===== config.mk =====
export PLATFORM = sky130hd
export DESIGN_NAME = event_or_sched
export DESIGN_NICKNAME = d
export VERILOG_FILES = /design/src/rtl/event_or_pkg.sv /design/src/rtl/event_or_tick.sv /design/src/rtl/event_or_sched.sv
export SDC_FILE = /design/constraint.sdc
export NUM_CORES = 1
export LEC_CHECK = 0
export BUFFER_PORTS_ARGS = -buffer_cell sky130_fd_sc_hd__buf_2
export CORE_MARGIN = 2
export CORE_UTILIZATION = 57
export CTS_CLUSTER_DIAMETER = 200
export DETAILED_ROUTE_END_ITERATION = 16
export PLACE_DENSITY_LB_ADDON = 0.3
export SYNTH_ARGS = -nofsm -noshare
export SYNTH_HDL_FRONTEND = slang
export SYNTH_SLANG_ARGS = --single-unit

===== constraint.sdc =====
create_clock -name clk -period 2.35 [get_ports clk]
set_input_delay 0.1175 -clock clk [delete_from_list [all_inputs] [get_ports clk]]
set_output_delay 0.1175 -clock clk [all_outputs]
set_load 0.1 [all_outputs]

===== src/rtl/event_or_pkg.sv =====
// rtl/event_or_pkg.sv - shared types and elaboration helpers for the event-OR scheduler
package event_or_pkg;

  typedef enum logic {IDLE, RUN} state_t;

  // Timeline counter must reach REPEAT*DLY_C, the completion edge.
  function automatic int cnt_width(input int rep, input int dly_c);
    return $clog2(rep * dly_c + 1);
  endfunction

  function automatic bit params_ok(input int dly_b, input int dly_c, input int rep);
    return (dly_b >= 1) && (dly_b < dly_c) && (rep >= 1);
  endfunction

endpackage


===== src/rtl/event_or_tick.sv =====
// rtl/event_or_tick.sv - free-running periodic tick, one-cycle pulse every TICK_PERIOD cycles
module event_or_tick #(
  parameter int TICK_PERIOD = 50
) (
  input  logic i_clk,
  input  logic i_rst,
  output logic o_tick
);
  localparam int TW = (TICK_PERIOD > 1) ? $clog2(TICK_PERIOD) : 1;
  localparam logic [TW-1:0] LAST = TW'(TICK_PERIOD - 1);

  logic [TW-1:0] r_cnt;
  logic          w_last;

  assign w_last = (r_cnt == LAST);
  assign o_tick = w_last;

  always_ff @(posedge i_clk or posedge i_rst) begin
    if (i_rst) begin
      r_cnt <= '0;
    end else if (w_last) begin
      r_cnt <= '0;
    end else begin
      r_cnt <= r_cnt + 1'b1;
    end
  end

endmodule


===== src/rtl/event_or_sched.sv =====
// rtl/event_or_sched.sv - event-OR trigger scheduler with pending slot and timed b/c1 updates
module event_or_sched
  import event_or_pkg::*;
#(
  parameter int WIDTH       = 4,
  parameter int N_CH        = 2,
  parameter int DLY_B       = 10,
  parameter int DLY_C       = 20,
  parameter int REPEAT      = 2,
  parameter int TICK_PERIOD = 0,
  parameter int MCNT_W      = 8
) (
  input  logic              clk,
  input  logic              rst,
  input  logic [N_CH-1:0]   ev,
  input  logic [WIDTH-1:0]  a_i,
  input  logic [WIDTH-1:0]  c_i,
  output logic [WIDTH-1:0]  b_o,
  output logic [WIDTH-1:0]  c1_o,
  output logic              c1_valid,
  output logic [N_CH:0]     src_mask_o,
  output logic              busy,
  output logic              pending,
  output logic [MCNT_W-1:0] merge_cnt
);
  localparam int CW = cnt_width(REPEAT, DLY_C);
  localparam logic [CW-1:0] K_B    = CW'(DLY_B);
  localparam logic [CW-1:0] K_DONE = CW'(REPEAT * DLY_C);

  if (!params_ok(DLY_B, DLY_C, REPEAT)) begin : g_bad_params
    $error("event_or_sched: need 1 <= DLY_B < DLY_C and REPEAT >= 1");
  end

  logic w_tick;
  if (TICK_PERIOD > 0) begin : g_tick
    event_or_tick #(.TICK_PERIOD(TICK_PERIOD)) u_tick (
      .i_clk  (clk),
      .i_rst  (rst),
      .o_tick (w_tick)
    );
  end else begin : g_no_tick
    assign w_tick = 1'b0;
  end

  state_t           r_state, w_state_nxt;
  logic [CW-1:0]    r_cnt;
  logic [WIDTH-1:0] r_a, r_c, r_pa, r_pc;
  logic [N_CH:0]    r_pmask;

  logic          w_trig, w_done, w_emit;
  logic          w_load_new, w_load_pend, w_fill, w_merge;
  logic [N_CH:0] w_mask;

  assign w_trig = (|ev) | w_tick;
  assign w_mask = {w_tick, ev};
  assign w_done = (r_state == RUN) && (r_cnt == K_DONE);
  assign busy   = (r_state == RUN);

  always_comb begin
    w_emit = 1'b0;
    for (int j = 1; j <= REPEAT; j++) begin
      if (r_cnt == CW'(j * DLY_C)) w_emit = 1'b1;
    end
  end

  always_ff @(posedge clk or posedge rst) begin
    if (rst) r_state <= IDLE;
    else     r_state <= w_state_nxt;
  end

  // The completion edge doubles as E0 of the next job when one is waiting.
  always_comb begin
    w_state_nxt = r_state;
    w_load_new  = 1'b0;
    w_load_pend = 1'b0;
    w_fill      = 1'b0;
    w_merge     = 1'b0;
    case (r_state)
      IDLE: begin
        if (w_trig) begin
          w_state_nxt = RUN;
          w_load_new  = 1'b1;
        end
      end
      RUN: begin
        if (w_done) begin
          if (pending) begin
            w_load_pend = 1'b1;
            w_fill      = w_trig;
          end else if (w_trig) begin
            w_load_new  = 1'b1;
          end else begin
            w_state_nxt = IDLE;
          end
        end else if (w_trig) begin
          w_merge = pending;
          w_fill  = !pending;
        end
      end
      default: w_state_nxt = IDLE;
    endcase
  end

  always_ff @(posedge clk or posedge rst) begin
    if (rst) begin
      r_cnt      <= '0;
      r_a        <= '0;
      r_c        <= '0;
      r_pa       <= '0;
      r_pc       <= '0;
      r_pmask    <= '0;
      b_o        <= '0;
      c1_o       <= '0;
      c1_valid   <= 1'b0;
      src_mask_o <= '0;
      pending    <= 1'b0;
      merge_cnt  <= '0;
    end else begin
      c1_valid <= 1'b0;
      if (r_state == RUN) begin
        r_cnt <= w_done ? '0 : r_cnt + 1'b1;
        if (r_cnt == K_B) b_o <= r_a + r_c;
        if (w_emit) begin
          c1_o     <= r_a + b_o;
          c1_valid <= 1'b1;
        end
      end
      if (w_load_new) begin
        r_a        <= a_i;
        r_c        <= c_i;
        src_mask_o <= w_mask;
        r_cnt      <= CW'(1);
      end
      if (w_load_pend) begin
        r_a        <= r_pa;
        r_c        <= r_pc;
        src_mask_o <= r_pmask;
        r_cnt      <= CW'(1);
        pending    <= 1'b0;
      end
      if (w_fill) begin
        r_pa    <= a_i;
        r_pc    <= c_i;
        r_pmask <= w_mask;
        pending <= 1'b1;
      end
      if (w_merge) begin
        r_pa    <= a_i;
        r_pc    <= c_i;
        r_pmask <= r_pmask | w_mask;
        if (merge_cnt != {MCNT_W{1'b1}}) merge_cnt <= merge_cnt + 1'b1;
      end
    end
  end

endmodule

Yosys cells after proc, flatten, opt, wreduce, memory -nomap -nowiden --
Index checks and enable logic that the tools add are counted.
Word-level totals: register bits 47, output and inout port bits 22, word-level logic and storage cells 72
Cells by class: $add $sub $neg 4, equal/unequal tests 4, mux-type cells 39, bitwise gates (word level) 2, reduce and logical (&&, ||, !) cells 10
Operators by type and width (count):
- $mux W4 | 8
- $mux W6 | 4
- $mux W1 | 21
- $mux W3 | 4
- $add A4 B4 Y4 | 2
- $add A8 B1 Y8 const B | 1
- $ne A8 B8 Y1 const B | 1
- $add A6 B1 Y6 const B | 1
- $eq A6 B4 Y1 const B | 1
- $eq A6 B5 Y1 const B | 1
- $eq A6 B6 Y1 const B | 1
- $reduce_and A2 Y1 | 3
- $reduce_bool A2 Y1 | 3
- $pmux W1 S2 | 2
- $or A3 B2 Y3 | 1
- $reduce_bool A3 Y1 | 1
- $reduce_or A2 Y1 | 1
- $logic_and A1 B1 Y1 | 1
- $logic_not A1 Y1 | 1
- $not A1 Y1 | 1

Longest topological paths before layout --
word-level depth 7, depth in mapped cells 7, mapped depth without buffers 6

Worst setup path before layout --
Ideal clock, no wire load.
kind flip-flop to flip-flop, start point register pending, end point register r_pa[0], setup time 0.125 ns, data arrival time 2.101 ns, required time 2.225 ns, slack 0.125 ns, cell stages (with the launch flop) 6, path through dfrtp_1 buf_1 nand2b_1 nor2_1 nor3_4 mux2_2
On the way: word-level cells in the longest chain between the ends 5
RTL lines:
- start: declaration | line event_or_sched.sv:23 | output logic pending,
- start signal: assignment | line event_or_sched.sv:116 | pending <= 1'b0;
- start signal: assignment | line event_or_sched.sv:139 | pending <= 1'b0;
- start signal: assignment | line event_or_sched.sv:145 | pending <= 1'b1;
- $logic_not A1 Y1 | line event_or_sched.sv:97 | w_fill = !pending;
- $mux W1 | line event_or_sched.sv:95 | end else if (w_trig) begin
- $mux W1 | line event_or_sched.sv:86 | if (w_done) begin
- $mux W1 | line event_or_sched.sv:78 | case (r_state)
- $reduce_bool A2 Y1 (no line)
- end signal: assignment | line event_or_sched.sv:142 | r_pa <= a_i;
- end signal: assignment | line event_or_sched.sv:148 | r_pa <= a_i;
- end: declaration | line event_or_sched.sv:47 | logic [WIDTH-1:0] r_a, r_c, r_pa, r_pc;
Parallel ways exist; a longest one is shown, timed or not. A chain may end at the register's enable or synchronous reset.

Worst setup path in the final report --
start point register r_state, in the netlist busy, end point register r_a[0]
On the way: word-level cells in the longest chain between the ends 4
RTL lines:
- start: declaration | line event_or_sched.sv:45 | state_t r_state, w_state_nxt;
- start signal: assignment | line event_or_sched.sv:68 | else r_state <= w_state_nxt;
- $logic_and A1 B1 Y1 | line event_or_sched.sv:56 | assign w_done = (r_state == RUN) && (r_cnt == K_DONE);
- $mux W1 | line event_or_sched.sv:86
- $pmux W1 S2 or $mux W1 (tied branches) | line event_or_sched.sv:78
- $reduce_bool A2 Y1 (no line) or $mux W4 (tied branches)
- end signal: assignment | line event_or_sched.sv:129 | r_a <= a_i;
- end signal: assignment | line event_or_sched.sv:135 | r_a <= r_pa;
- end: declaration | line event_or_sched.sv:47
Parallel ways exist; a longest one is shown, timed or not.

==> results.cfg <==
[critical_path]
worstSetupStartpoint = busy
reg2reg_to = r_a[0]
cp-end-kind = register
startpoint_type = register
r2r_start = busy
reg2regPathDepth = 4
arrival_ns = 2.13
reg2reg_slack_ns = 0.38
critPathKind = register to register
cp.required_ns = 2.51
cp_max_fo = 18

[sta]
max_freq_ghz = 0.509
rsz0062_at_grt = false
finalSetupViolCount = 0
worst_pin_slew_ns = 0.939
min_period_ns = 1.97
finalHoldViolCount = 0
tns_ns = 0
slew_violations = 0
finalCritPeriodShare_pct = 83.6
slew_headroom_pct = 37.3
skew_ns = 0.00586

[logic_synthesis]
synthFlopType = dfrtp_1
syn_area_um2 = 2400
synthArstFlopShare_pct = 100
synth_cell_type_count = 48
ys_seq_area_share_pct = 47.9
syn_inst = 219
yosysWarnings = 0
synth_edf_count = 0
synth.avg_cell_area_um2 = 11.0
ys_ff_latch = 46
syn-num-nets = 243

[clock_tree]
cts_setup_buffers = 0
insertion_delay_ns = 0.29
cts_max_level = 2
cts_tree = built
cts_root_buf = clkbuf_8
numCtsBuffers = 5
cts_resized = 0
clk_pin_slew_ns = 0.08
clk_path_buf_depth = 2
clock-sinks = 46
ctsHoldBuffers = 0

[placement]
hpwl_um = 3450
place_congestion = 0.818
io_buffers = 33

[final_layout]
multiInputGateArea_um2 = 1170
diodes = 0
synthToLayoutAreaGrowth_pct = 13.0
seqCellArea_um2 = 1150
layout_common_cells = dfrtp_1, buf_2, o21ai_0, nand2_1
drive_above_1_share_pct = 25.3
final_nets = 277
fillCellCount = 330
final_common_cell = dfrtp_1

[floorplan]
fp.dieH_um = 68.9
placementRows = 23
core_um2 = 4030
dieArea_um2 = 4750
initial_core_util_pct = 59.6
die_w_um = 68.9
io-pin-count = 34

[grt]
grt_first_pass_wirelength_um = 7760
grt-ovfl-total = 0
grt_pass1_vias = 1667
grt_max_degree = 47
antenna_found_initial = 0
track_usage_pct = 22.3

[route]
postRouteAntennaNets = 0
route.detailed.wl_per_inst_um = 15.1
routed_via_density = 5.70
vias = 1726
drcViolationCount = 0
drt-total-wl_um = 4580
drtIter0Drc = 87
first_pass_iters = 4

[worst_hold_path]
min_path_type = input pin to asynchronous set/reset pin

[run]
max_cap_violations = 0

[status]
outcome = complete, no violations
## layer usage
layer	routed length (um)	part of all wire [%]	vias to the layer above	global-route usage, %
li1	-	-	854	-
met2	2230	49	38	36.8
met3	170	3.7	7	3.90
met5	0	0	-	0
met1	2120	46	827	29.7
met4	65	1.4	0	7.84
## synth_stat cells, types with 2 or more instances
cell type	count	area, um^2
a31oi_1	3	18.8
nand3_1	7	35.0
mux2_2	11	124
o22a_1	2	17.5
nand2_1	13	48.8
inv_1	9	33.8
a21oi_2	2	17.5
dfrtp_1	46	1150
nor2_1	10	37.5
a21boi_0	2	15.0
a21o_1	4	30.0
o31a_1	2	17.5
a22o_1	2	17.5
nand4_1	3	18.8
a21oi_1	10	50.1
and2_1	3	18.8
fa_1	2	40.0
buf_2	2	10.0
and4_1	2	17.5
a32oi_1	2	17.5
mux2i_1	7	70.1
o21ai_0	24	120
xnor2_1	11	96.3
clkbuf_1	3	11.3
and3_1	3	18.8
or2b_1	2	15.0
ha_1	10	125
nand4bb_1	2	22.5
## flip-flops by register name (all words and copies together), names as in the netlist
| register | count |
|---|---|
| busy | 1 |
| b_o | 4 |
| r_a | 4 |
| c1_o | 4 |
| src_mask_o | 3 |
| r_cnt | 6 |
| merge_cnt | 8 |
| r_pc | 4 |
| c1_valid | 1 |
| r_c | 4 |
| pending | 1 |
| r_pa | 4 |
| r_pmask | 2 |
## cells by family after synthesis
family | after synthesis | share of synthesized area [%]
AOI/OAI and AO/OA | 58 | 15.7
xor gates and xnor gates | 12 | 4.37
adders and majority gates | 12 | 6.88
buffers and inverters | 17 | 3.23
DFF | 46 | 47.9
muxes | 19 | 8.70
and+or+nand+nor | 55 | 13.2
## critical path: stages, from the launching register on
cell and delay [ns]:
dfrtp_1 0.68, inv_1 0.28, a21oi_2 0.39, or2_1 0.34, o21ai_0 0.14
## worst max path at each step
stage | slack (ns) | endpoint | cells past startpoint
global placement | 0.41 | src_mask_o[0] | 4
CTS | 0.40 | r_a[2] | 6
detailed placement | 0.40 | r_a[2] | 6
floorplan | 0.12 | r_pa[0] | 5
finish | 0.38 | r_a[0] | 4
global route | 0.18 | r_a[0] | 4
## metrics by stage
step	cells	hold slack (ns)	cell area [um^2]	util, %	setup WS (ns)
floorplan	219	0.244	2400	-	0.125
global placement	296	0.367	2600	64.6	0.412
detailed placement	296	0.368	2600	64.6	0.398
CTS	303	0.0647	2710	67.4	0.401
global route	303	0.0704	2710	67.4	0.184
finish	303	0.0351	2710	67.4	0.385
## cell type report
type | instances | share of cell area (%)
clock inverters | 1 | 1.11
repair buffers | 35 | 6.64
inverters | 9 | 1.24
multi-input cells | 156 | 43.2
clock buffers | 6 | 3.04
well taps | 50 | 2.31
flip-flops and latches | 46 | 42.4
Power is left out: the tool's default activity adds up to more than one toggle a clock period on the data nets, which glitch-free logic cannot reach.
